===== src/rtl/seg_display_arbiter_pkg.sv =====
// Shared constants, types and helpers for the multiplexed 7-segment display arbiter.
// Frame layout: [27:21] is digit0 (leftmost) down to [6:0] for digit3.
package seg_disp_pkg;

    localparam int DIGITS  = 4;
    localparam int SEG_W   = 7;
    localparam int FRAME_W = DIGITS * SEG_W;

    localparam logic [DIGITS-1:0] COM_OFF = 4'b1111;
    localparam logic [DIGITS-1:0] COM_D0  = 4'b0111;
    localparam logic [DIGITS-1:0] COM_D1  = 4'b1011;
    localparam logic [DIGITS-1:0] COM_D2  = 4'b1101;
    localparam logic [DIGITS-1:0] COM_D3  = 4'b1110;

    localparam logic [SEG_W-1:0] SEG_BLANK = 7'h00;

    typedef enum logic {
        IDLE,
        OWN
    } arb_state_t;

    function automatic logic [DIGITS-1:0] com_enc(input logic [1:0] digit);
        logic [DIGITS-1:0] com;
        case (digit)
            2'd0:    com = COM_D0;
            2'd1:    com = COM_D1;
            2'd2:    com = COM_D2;
            default: com = COM_D3;
        endcase
        return com;
    endfunction

    function automatic logic [SEG_W-1:0] digit_slice(input logic [FRAME_W-1:0] frame,
                                                     input logic [1:0]         digit);
        logic [SEG_W-1:0] seg;
        case (digit)
            2'd0:    seg = frame[27:21];
            2'd1:    seg = frame[20:14];
            2'd2:    seg = frame[13:7];
            default: seg = frame[6:0];
        endcase
        return seg;
    endfunction

endpackage


===== src/rtl/seg_display_arbiter_if.sv =====
// Bundle of source requests/frames, the grant vector and the display pin drive.
// The arbiter takes the slave side; the frame sources and the board take the master side.
interface seg_display_arbiter_if
    import seg_disp_pkg::*;
#(
    parameter int N_REQ = 3
);
    logic [N_REQ-1:0]         req;
    logic [N_REQ*FRAME_W-1:0] frame_i;
    logic [N_REQ-1:0]         grant;
    logic [SEG_W-1:0]         seg;
    logic [DIGITS-1:0]        com;
    logic                     frame_tick;

    modport master (
        output req,
        output frame_i,
        input  grant,
        input  seg,
        input  com,
        input  frame_tick
    );

    modport slave (
        input  req,
        input  frame_i,
        output grant,
        output seg,
        output com,
        output frame_tick
    );
endinterface


===== src/rtl/seg_display_arbiter_scan_timer.sv =====
// Digit-slot prescaler and digit counter; flags the blanking window at the start of
// every slot and the last cycle of the digit3 slot as the frame boundary.
module seg_scan_timer #(
    parameter int SCAN_DIV  = 16384,
    parameter int BLANK_CYC = 64
) (
    input  logic       clk,
    input  logic       clear,
    output logic [1:0] digit,
    output logic       blank,
    output logic       frame_tick
);

    localparam int PW = (SCAN_DIV > 1) ? $clog2(SCAN_DIV) : 1;

    logic [PW-1:0] presc_reg;
    logic [1:0]    digit_reg;
    logic          slot_end;

    assign slot_end = (presc_reg == PW'(SCAN_DIV - 1));

    always_ff @(posedge clk or negedge clear) begin
        if (!clear) begin
            presc_reg <= '0;
            digit_reg <= 2'd0;
        end else if (slot_end) begin
            presc_reg <= '0;
            digit_reg <= digit_reg + 2'd1;
        end else begin
            presc_reg <= presc_reg + 1'b1;
        end
    end

    assign digit      = digit_reg;
    assign blank      = (presc_reg < PW'(BLANK_CYC));
    assign frame_tick = slot_end && (digit_reg == 2'd3);

endmodule


===== src/rtl/seg_display_arbiter.sv =====
// Round-robin owner of a 4-digit multiplexed display with a minimum hold, switched only
// at frame boundaries; owns the shadow frame and the registered seg/com pin drive.
module seg_display_arbiter
    import seg_disp_pkg::*;
#(
    parameter int N_REQ     = 3,
    parameter int SCAN_DIV  = 16384,
    parameter int BLANK_CYC = 64,
    parameter int MIN_HOLD  = 8
) (
    input  logic                  clk,
    input  logic                  clear,
    seg_display_arbiter_if.slave  bus
);

    localparam int PTR_W  = $clog2(N_REQ);
    localparam int HOLD_W = $clog2(MIN_HOLD + 2);
    localparam logic [HOLD_W-1:0] HOLD_MAX = '1;

    logic [1:0] digit;
    logic       blank;
    logic       frame_tick;

    seg_scan_timer #(
        .SCAN_DIV  (SCAN_DIV),
        .BLANK_CYC (BLANK_CYC)
    ) u_scan (
        .clk        (clk),
        .clear      (clear),
        .digit      (digit),
        .blank      (blank),
        .frame_tick (frame_tick)
    );

    logic [FRAME_W-1:0] frame_arr [N_REQ];

    generate
        for (genvar gi = 0; gi < N_REQ; gi++) begin : g_frame
            assign frame_arr[gi] = bus.frame_i[gi*FRAME_W +: FRAME_W];
        end
    endgenerate

    arb_state_t         state_reg;
    logic [N_REQ-1:0]   grant_reg;
    logic [PTR_W-1:0]   rr_ptr_reg;
    logic [HOLD_W-1:0]  hold_cnt_reg;
    logic [FRAME_W-1:0] shadow_reg;
    logic [SEG_W-1:0]   seg_reg;
    logic [DIGITS-1:0]  com_reg;

    // First requester after rr_ptr in circular order; the owner itself is visited last,
    // so a hit on anyone else always beats keeping the current owner.
    logic             pick_found;
    logic [PTR_W-1:0] pick_idx;
    logic [PTR_W-1:0] cand;

    always_comb begin
        pick_found = 1'b0;
        pick_idx   = rr_ptr_reg;
        cand       = rr_ptr_reg;
        for (int k = 0; k < N_REQ; k++) begin
            cand = (cand == PTR_W'(N_REQ - 1)) ? '0 : cand + 1'b1;
            if (!pick_found && bus.req[cand]) begin
                pick_found = 1'b1;
                pick_idx   = cand;
            end
        end
    end

    logic             owner_req;
    logic             others_req;
    logic             hold_reached;
    logic             switch_owner;
    logic [HOLD_W-1:0] hold_next;

    assign owner_req    = bus.req[rr_ptr_reg];
    assign others_req   = |(bus.req & ~grant_reg);
    assign hold_reached = (int'(hold_cnt_reg) + 1) >= MIN_HOLD;
    assign hold_next    = (hold_cnt_reg == HOLD_MAX) ? HOLD_MAX : hold_cnt_reg + 1'b1;
    assign switch_owner = (state_reg == IDLE) || !owner_req || (hold_reached && others_req);

    always_ff @(posedge clk or negedge clear) begin
        if (!clear) begin
            state_reg    <= IDLE;
            grant_reg    <= '0;
            rr_ptr_reg   <= PTR_W'(N_REQ - 1);
            hold_cnt_reg <= '0;
            shadow_reg   <= '0;
        end else if (frame_tick) begin
            if (switch_owner) begin
                hold_cnt_reg <= '0;
                if (pick_found) begin
                    state_reg  <= OWN;
                    grant_reg  <= N_REQ'(1) << pick_idx;
                    rr_ptr_reg <= pick_idx;
                    shadow_reg <= frame_arr[pick_idx];
                end else begin
                    state_reg  <= IDLE;
                    grant_reg  <= '0;
                    shadow_reg <= '0;
                end
            end else begin
                // Owner keeps the display; re-latch its frame so updates appear next frame.
                hold_cnt_reg <= hold_next;
                shadow_reg   <= frame_arr[rr_ptr_reg];
            end
        end
    end

    always_ff @(posedge clk or negedge clear) begin
        if (!clear) begin
            seg_reg <= SEG_BLANK;
            com_reg <= COM_OFF;
        end else if (blank) begin
            seg_reg <= SEG_BLANK;
            com_reg <= COM_OFF;
        end else begin
            seg_reg <= digit_slice(shadow_reg, digit);
            com_reg <= com_enc(digit);
        end
    end

    assign bus.grant      = grant_reg;
    assign bus.seg        = seg_reg;
    assign bus.com        = com_reg;
    assign bus.frame_tick = frame_tick;

endmodule

===== src/flat_wrapper.sv =====
// flat-port wrapper written by rule: the top's interface ports become plain ports
module seg_display_arbiter_flat import seg_disp_pkg::*;
#(
    parameter int N_REQ     = 3,
    parameter int SCAN_DIV  = 16384,
    parameter int BLANK_CYC = 64,
    parameter int MIN_HOLD  = 8
)
  (clk, clear, bus_req, bus_frame_i, bus_grant, bus_seg, bus_com, bus_frame_tick);
  seg_display_arbiter_if #(.N_REQ(N_REQ)) bus_i ();
  input  logic clk;
  input  logic clear;
  input wire logic [$bits(bus_i.req)-1:0] bus_req;
  input wire logic [$bits(bus_i.frame_i)-1:0] bus_frame_i;
  output wire logic [$bits(bus_i.grant)-1:0] bus_grant;
  output wire logic [$bits(bus_i.seg)-1:0] bus_seg;
  output wire logic [$bits(bus_i.com)-1:0] bus_com;
  output wire logic [$bits(bus_i.frame_tick)-1:0] bus_frame_tick;
  assign bus_i.req = bus_req;
  assign bus_i.frame_i = bus_frame_i;
  assign bus_grant = bus_i.grant;
  assign bus_seg = bus_i.seg;
  assign bus_com = bus_i.com;
  assign bus_frame_tick = bus_i.frame_tick;
  seg_display_arbiter #(.N_REQ(N_REQ), .SCAN_DIV(SCAN_DIV), .BLANK_CYC(BLANK_CYC), .MIN_HOLD(MIN_HOLD)) u_core (.clk(clk), .clear(clear), .bus(bus_i));
endmodule

===== config.mk =====
export PLATFORM = sky130hd
export DESIGN_NAME = seg_display_arbiter_flat
export DESIGN_NICKNAME = d
export VERILOG_FILES = /design/src/rtl/seg_display_arbiter_pkg.sv /design/src/rtl/seg_display_arbiter_if.sv /design/src/rtl/seg_display_arbiter_scan_timer.sv /design/src/rtl/seg_display_arbiter.sv /design/src/flat_wrapper.sv
export SDC_FILE = /design/constraint.sdc
export NUM_CORES = 1
export LEC_CHECK = 0
export CELL_PAD_IN_SITES_DETAIL_PLACEMENT = 1
export CELL_PAD_IN_SITES_GLOBAL_PLACEMENT = 2
export CORE_ASPECT_RATIO = 0.9
export CORE_MARGIN = 3
export CORE_UTILIZATION = 32
export DETAILED_ROUTE_END_ITERATION = 8
export HOLD_SLACK_MARGIN = 0.06
export PLACE_DENSITY_LB_ADDON = 0.1
export RECOVER_POWER = 50
export SLEW_MARGIN = 20
export SYNTH_ARGS = -nofsm -noshare
export SYNTH_HDL_FRONTEND = slang
export SYNTH_SLANG_ARGS = --single-unit

===== constraint.sdc =====
create_clock -name clk -period 2.9 [get_ports clk]
set_clock_uncertainty 0.05 [all_clocks]
set_input_delay 0.58 -clock clk [delete_from_list [all_inputs] [get_ports clk]]
set_output_delay 0.58 -clock clk [all_outputs]
set_load 0.005 [all_outputs]

==> results_dict.tcl, run 1 <==
set metrics [dict create \
    relSlewSlack_pct 20.2 \
    clk_pin_slew_worst_paths_ns 0.06 \
    cts_made_buffers 9 \
    max_stage_delay_ns 0.51 \
    end_kind "output pin" \
    ioPinCount 104 \
    gp_congestion 0.791 \
    rsz0062_at_grt "false" \
    drt-total-wl_mm 17.9 \
    synth_edf_count 0 \
    gr-usage-all-layers_pct 21.9 \
    final_cells 857 \
    root_buffer "clkbuf_16" \
    synth_nets 680 \
    yosysWarnings 0 \
    diodes 0 \
    hold_violations 0 \
    ys_seq_area_share_pct 34.1 \
    die_h_um 122 \
    largest_reg_flops 28 \
    hold_path_class "in -> async" \
    path_cells "ha_2 -> nand3_1 -> nor4_4 -> nand2_1 -> inv_1 -> clkdlybuf4s50_1" \
    synthToLayoutAreaGrowth_pct 32.7 \
    crit_type "reg -> out" \
    syn_inst 583 \
    layout.nets 756 \
    drt_iter0_drc 319 \
    fin_ws_ns 0.156 \
    drive_above_1_share_pct 8.58 \
    gr-total-overflow 0 \
    p_leak_nw 3.03 \
    rows 41 \
    routed.top_layer "met4" \
    fmax_mhz 364 \
    crit_fanout 6 \
    htreeDepth 3 \
    min_period_ns 2.74 \
    cap_viol_max_count 0 \
    route.met2.wl_mm 8.36 \
    wl_per_cell_um 20.8 \
    grt_first_pass_wirelength_mm 28.4 \
    tns_ns 0 \
    power_per_cell_area_nw_per_um2 401 \
    yosysUniqueCellTypes 46 \
    synth-seq-cells 65 \
    fin_crit_sh_pct 94.6 \
    cts_tree "done" \
    pre_cts_ws_ns 0.142 \
    arrival_ns 2.11 \
    drc 0 \
    synth_flop_cell "dfrtp_1" \
    fin_util_pct 44.4 \
    clock_latency_ns 0.33 \
    syn_avg_cell_area_um2 8.22 \
    final-max-slew-violation-count 0 \
    async_flop_share_pct 100 \
    grt_antenna_before_repair 0 \
    slowest_stage "clkdlybuf4s50_1" \
    synth_area_um2 4790 \
    placed_cells 841 \
    firstDrtPassIters 6 \
    clockBufferDepth 2 \
    ant_nets 0 \
    tightest_slew_ns 1.20 \
    port_buffers 103 \
    layout_commonest_cell "clkdlybuf4s50_1" \
    fillers 1652 \
    report.power.total_mw 2.55 \
    cts.sinks 65 \
    finalInstanceArea_um2 6360 \
    hold_ws_ns 0.391 \
    via_per_inst 5.75 \
    placed_area_um2 6040 \
    wl_met3_um 927 \
    design.die.area_um2 16500 \
    start_util_pct 33.5 \
    worstPathRequired_ns 2.27 \
    start_kind "flop" \
    peakVddDrop_mv 0.302 \
    grt_pass1_vias 5270 \
    die_w_um 135 \
    final_cell_mix "clkdlybuf4s50_1, nand2_1, a21oi_1" \
    outcome "completed" \
    multi_input_area_um2 2880 \
    setup_viol_count_final 0 \
    grt_max_degree 86 \
    hpwl_mm 12.4 \
    core-area_um2 14300 \
    register_area_um2 1630 \
    vias 4932 \
    wl_met1_mm 8.28 \
]
what timing repair did:
action,in CTS,in global routing
buffers inserted,0,0
endpoints found under the setup margin,1,1
hold buffers,0,0
gates resized for setup,1,2
kinds of logic (layout without fill, tap and decap cells):
group | Yosys count | in the layout | synth area share (%)
XOR/XNOR | 11 | 11 | 2.01
AO/OA/AOI/OAI | 181 | 181 | 25.4
buffers and inverters | 71 | 152 | 6.66
adder cells (fa/ha/maj) | 8 | 8 | 2.09
AND/OR/NAND/NOR | 215 | 215 | 23.0
flip-flops | 65 | 65 | 34.1
multiplexers | 32 | 32 | 6.71
layer usage:
| metal | up-vias | track usage [%] |
|---|---|---|
| li1 | 2306 | - |
| met1 | 2448 | 29.8 |
| met2 | 160 | 36.2 |
| met3 | 18 | 4.09 |
| met4 | 0 | 5.35 |
| met5 | - | 0 |
cell usage after synthesis, types with 6 or more instances:
library cell  count  area, µm²
o311ai_1         28        245
clkbuf_1         25       93.8
xnor2_1           6       52.6
mux2i_1          31        310
buf_2            27        135
nor2_1           50        188
nand2_1          76        285
nor4b_1          27        236
nor3_1           28        140
ha_1              8        100
dfrtp_1          60       1500
a222oi_1          8       80.1
inv_1            10       37.5
buf_1             6       22.5
nand3_1           6       30.0
o211a_1          29        290
o21ai_0          39        195
a21oi_1          67        335
power breakdown:
part,total (mW),switching [mW],internal (mW)
Sequential,0.980,0.0341,0.946
Combinational,0.394,0.184,0.210
Clock,1.17,0.422,0.752
final cells by class:
class,count,area share [%]
timing repair buffer,126,19.6
tap,193,3.80
inverter,10,0.590
clock inverter,7,1.50
sequential,65,25.7
clock buffer,9,3.54
multi-input combinational,447,45.3
worst max-delay path, delay by kind of cell, from the launching register on:
family        cells  cell delay (ns)
buf+inv           2             0.61
simple gates      3             0.54
flops             1             0.36
fa+ha+maj         1             0.27
path summary, 6_finish.rpt:
kind	start	end	slack (ns)	depth (start not counted)
max in group asynchronous	clear	u_core.rr_ptr_reg[0]	0.58	2
hold reg to reg	u_core.u_scan.presc_reg[0]	u_core.u_scan.presc_reg[0]	0.41	1
min in group clk	u_core.u_scan.presc_reg[0]	u_core.u_scan.presc_reg[0]	0.41	1
setup reg to reg	u_core.rr_ptr_reg[1]	u_core.shadow_reg[16]	0.45	6
hold / removal	clear	u_core.shadow_reg[4]	0.39	1
setup / recovery	u_core.u_scan.presc_reg[0]	bus_frame_tick	0.16	6
Note: power is estimated with default switching activity, not from simulation.
==> run 2, diff against run 1 <==
--- a/config.mk
+++ b/config.mk
@@ -7,7 +7,6 @@
 export LEC_CHECK = 0
 export CELL_PAD_IN_SITES_DETAIL_PLACEMENT = 1
 export CELL_PAD_IN_SITES_GLOBAL_PLACEMENT = 2
-export CORE_ASPECT_RATIO = 0.9
 export CORE_MARGIN = 3
 export CORE_UTILIZATION = 32
 export DETAILED_ROUTE_END_ITERATION = 8
==> results_dict.tcl, run 2 (synthesized netlist as in run 1, its figures left out) <==
set metrics [dict create \
    cts_tree "done" \
    report.power.total_mw 2.49 \
    tns_ns 0 \
    htreeDepth 3 \
    worstPathRequired_ns 2.27 \
    drt_iter0_drc 277 \
    core-area_um2 14600 \
    die_h_um 128 \
    rows 44 \
    outcome "completed" \
    fmax_mhz 367 \
    tightest_slew_ns 1.42 \
    cts.sinks 65 \
    vias 5020 \
    globalRouteMet3Util_pct 4.03 \
    grt_pass1_vias 5325 \
    grt_max_degree 86 \
    rr_worst_depth 6 \
    largest_reg_flops 28 \
    post_cts_resize_count 1 \
    clockBufferDepth 2 \
    holdPathEnd "u_core.u_scan.presc_reg[0]" \
    hpwl_mm 12.3 \
    start_kind "flop" \
    gr-total-overflow 0 \
    via_per_inst 5.91 \
    cts_made_buffers 9 \
    root_buffer "clkbuf_16" \
    hold_violations 0 \
    crit_type "reg -> out" \
    gp_congestion 0.805 \
    register_area_um2 1640 \
    ioPinCount 104 \
    rsz0062_at_grt "false" \
    die_w_um 128 \
    end_kind "output pin" \
    synthToLayoutAreaGrowth_pct 32.3 \
    hold_path_class "reg -> reg" \
    cap_viol_max_count 0 \
    fillers 1711 \
    grtUsageMet1_pct 30.4 \
    min_path_cells 1 \
    layout_commonest_cell "clkdlybuf4s50_1" \
    peakVddDrop_mv 0.278 \
    relSlewSlack_pct 5.43 \
    start_util_pct 32.8 \
    fin_crit_sh_pct 94.0 \
    crit_fanout 5 \
    setup_viol_count_final 0 \
    diodes 0 \
    clk_pin_slew_worst_paths_ns 0.06 \
    grt_first_pass_wirelength_mm 29.0 \
    port_buffers 103 \
    gr-usage-all-layers_pct 22.2 \
    wl_per_cell_um 21.7 \
    drc 0 \
    clock_latency_ns 0.33 \
    drive_above_1_share_pct 8.57 \
    final_cells 849 \
    postCtsSetupRepairBufs 0 \
    power_per_cell_area_nw_per_um2 392 \
    grt_use_met2_pct 35.8 \
    firstDrtPassIters 8 \
    design.die.area_um2 16500 \
    layout.nets 757 \
    drt-total-wl_mm 18.4 \
    p_leak_nw 3.02 \
    multi_input_area_um2 2880 \
    arrival_ns 2.10 \
    min_period_ns 2.73 \
    grt_most_used_layer "met2" \
    ant_nets 0 \
    final_cell_mix "clkdlybuf4s50_1, nand2_1, a21oi_1" \
    hold_buffers 0 \
    r2r_start "u_core.rr_ptr_reg[1]" \
    grt_antenna_before_repair 0 \
    reg2reg_to "u_core.shadow_reg[17]" \
    hold_start "u_core.u_scan.presc_reg[0]" \
    placed_cells 833 \
    final-max-slew-violation-count 0 \
    rrSetupSlack_ns 0.72 \
]
-- run 2: per-layer routing --
metal | wire length (µm) | up-vias | part of all wire (%)
met3 | 889 | 30 | 4.8
met5 | 0 | - | 0
met2 | 8610 | 141 | 47
met4 | 365 | 0 | 2.0
li1 | - | 2314 | -
met1 | 8550 | 2535 | 46
-- run 2: cell type report --
class	instances	share of cell area [%]
Inverter	10	0.592
Multi-Input combinational cell	447	45.4
Timing Repair Buffer	127	19.7
Clock buffer	9	3.55
Sequential cell	65	25.8
Tap cell	184	3.63
Clock inverter	7	1.22
-- run 2: metrics by stage --
step / utilization, % / instance area, µm² / hold slack [ns] / worst slack, ns
finish: 43.4 / 6340 / 0.408 / 0.174
global route: 43.4 / 6340 / 0.435 / 0.0281
CTS: 43.4 / 6330 / 0.211 / 0.0707
detailed placement: 41.3 / 6020 / 0.401 / 0.125
global placement: 41.3 / 6020 / 0.390 / 0.217
floorplan: - / 4790 / 0.234 / 0.899
-- run 2: critical path: stages (launching register included) --
cell and delay [ns]:
dfrtp_1 0.43, nand4_2 0.20, nor4_4 0.33, nand2_1 0.14
inv_1 0.14, clkdlybuf4s50_1 0.52
-- run 2: worst max-delay path by stage --
stage	slack (ns)	endpoint	startpoint
3_3_place_gp	0.22	u_core.shadow_reg[16]	bus_req[1]
4_1_cts	0.07	bus_frame_tick	u_core.u_scan.presc_reg[8]
6_report	0.17	bus_frame_tick	u_core.u_scan.presc_reg[3]
5_1_grt	0.03	bus_frame_tick	u_core.u_scan.presc_reg[0]
3_5_place_dp	0.12	u_core.shadow_reg[19]	bus_req[1]
2_1_floorplan	0.90	u_core.shadow_reg[0]	bus_req[0]
-- run 2: where the power goes --
part	total, mW	internal (mW)	switching (mW)
combinational	0.398	0.210	0.188
sequential	0.978	0.946	0.0323
clock	1.11	0.673	0.437
total	2.49	1.83	0.658
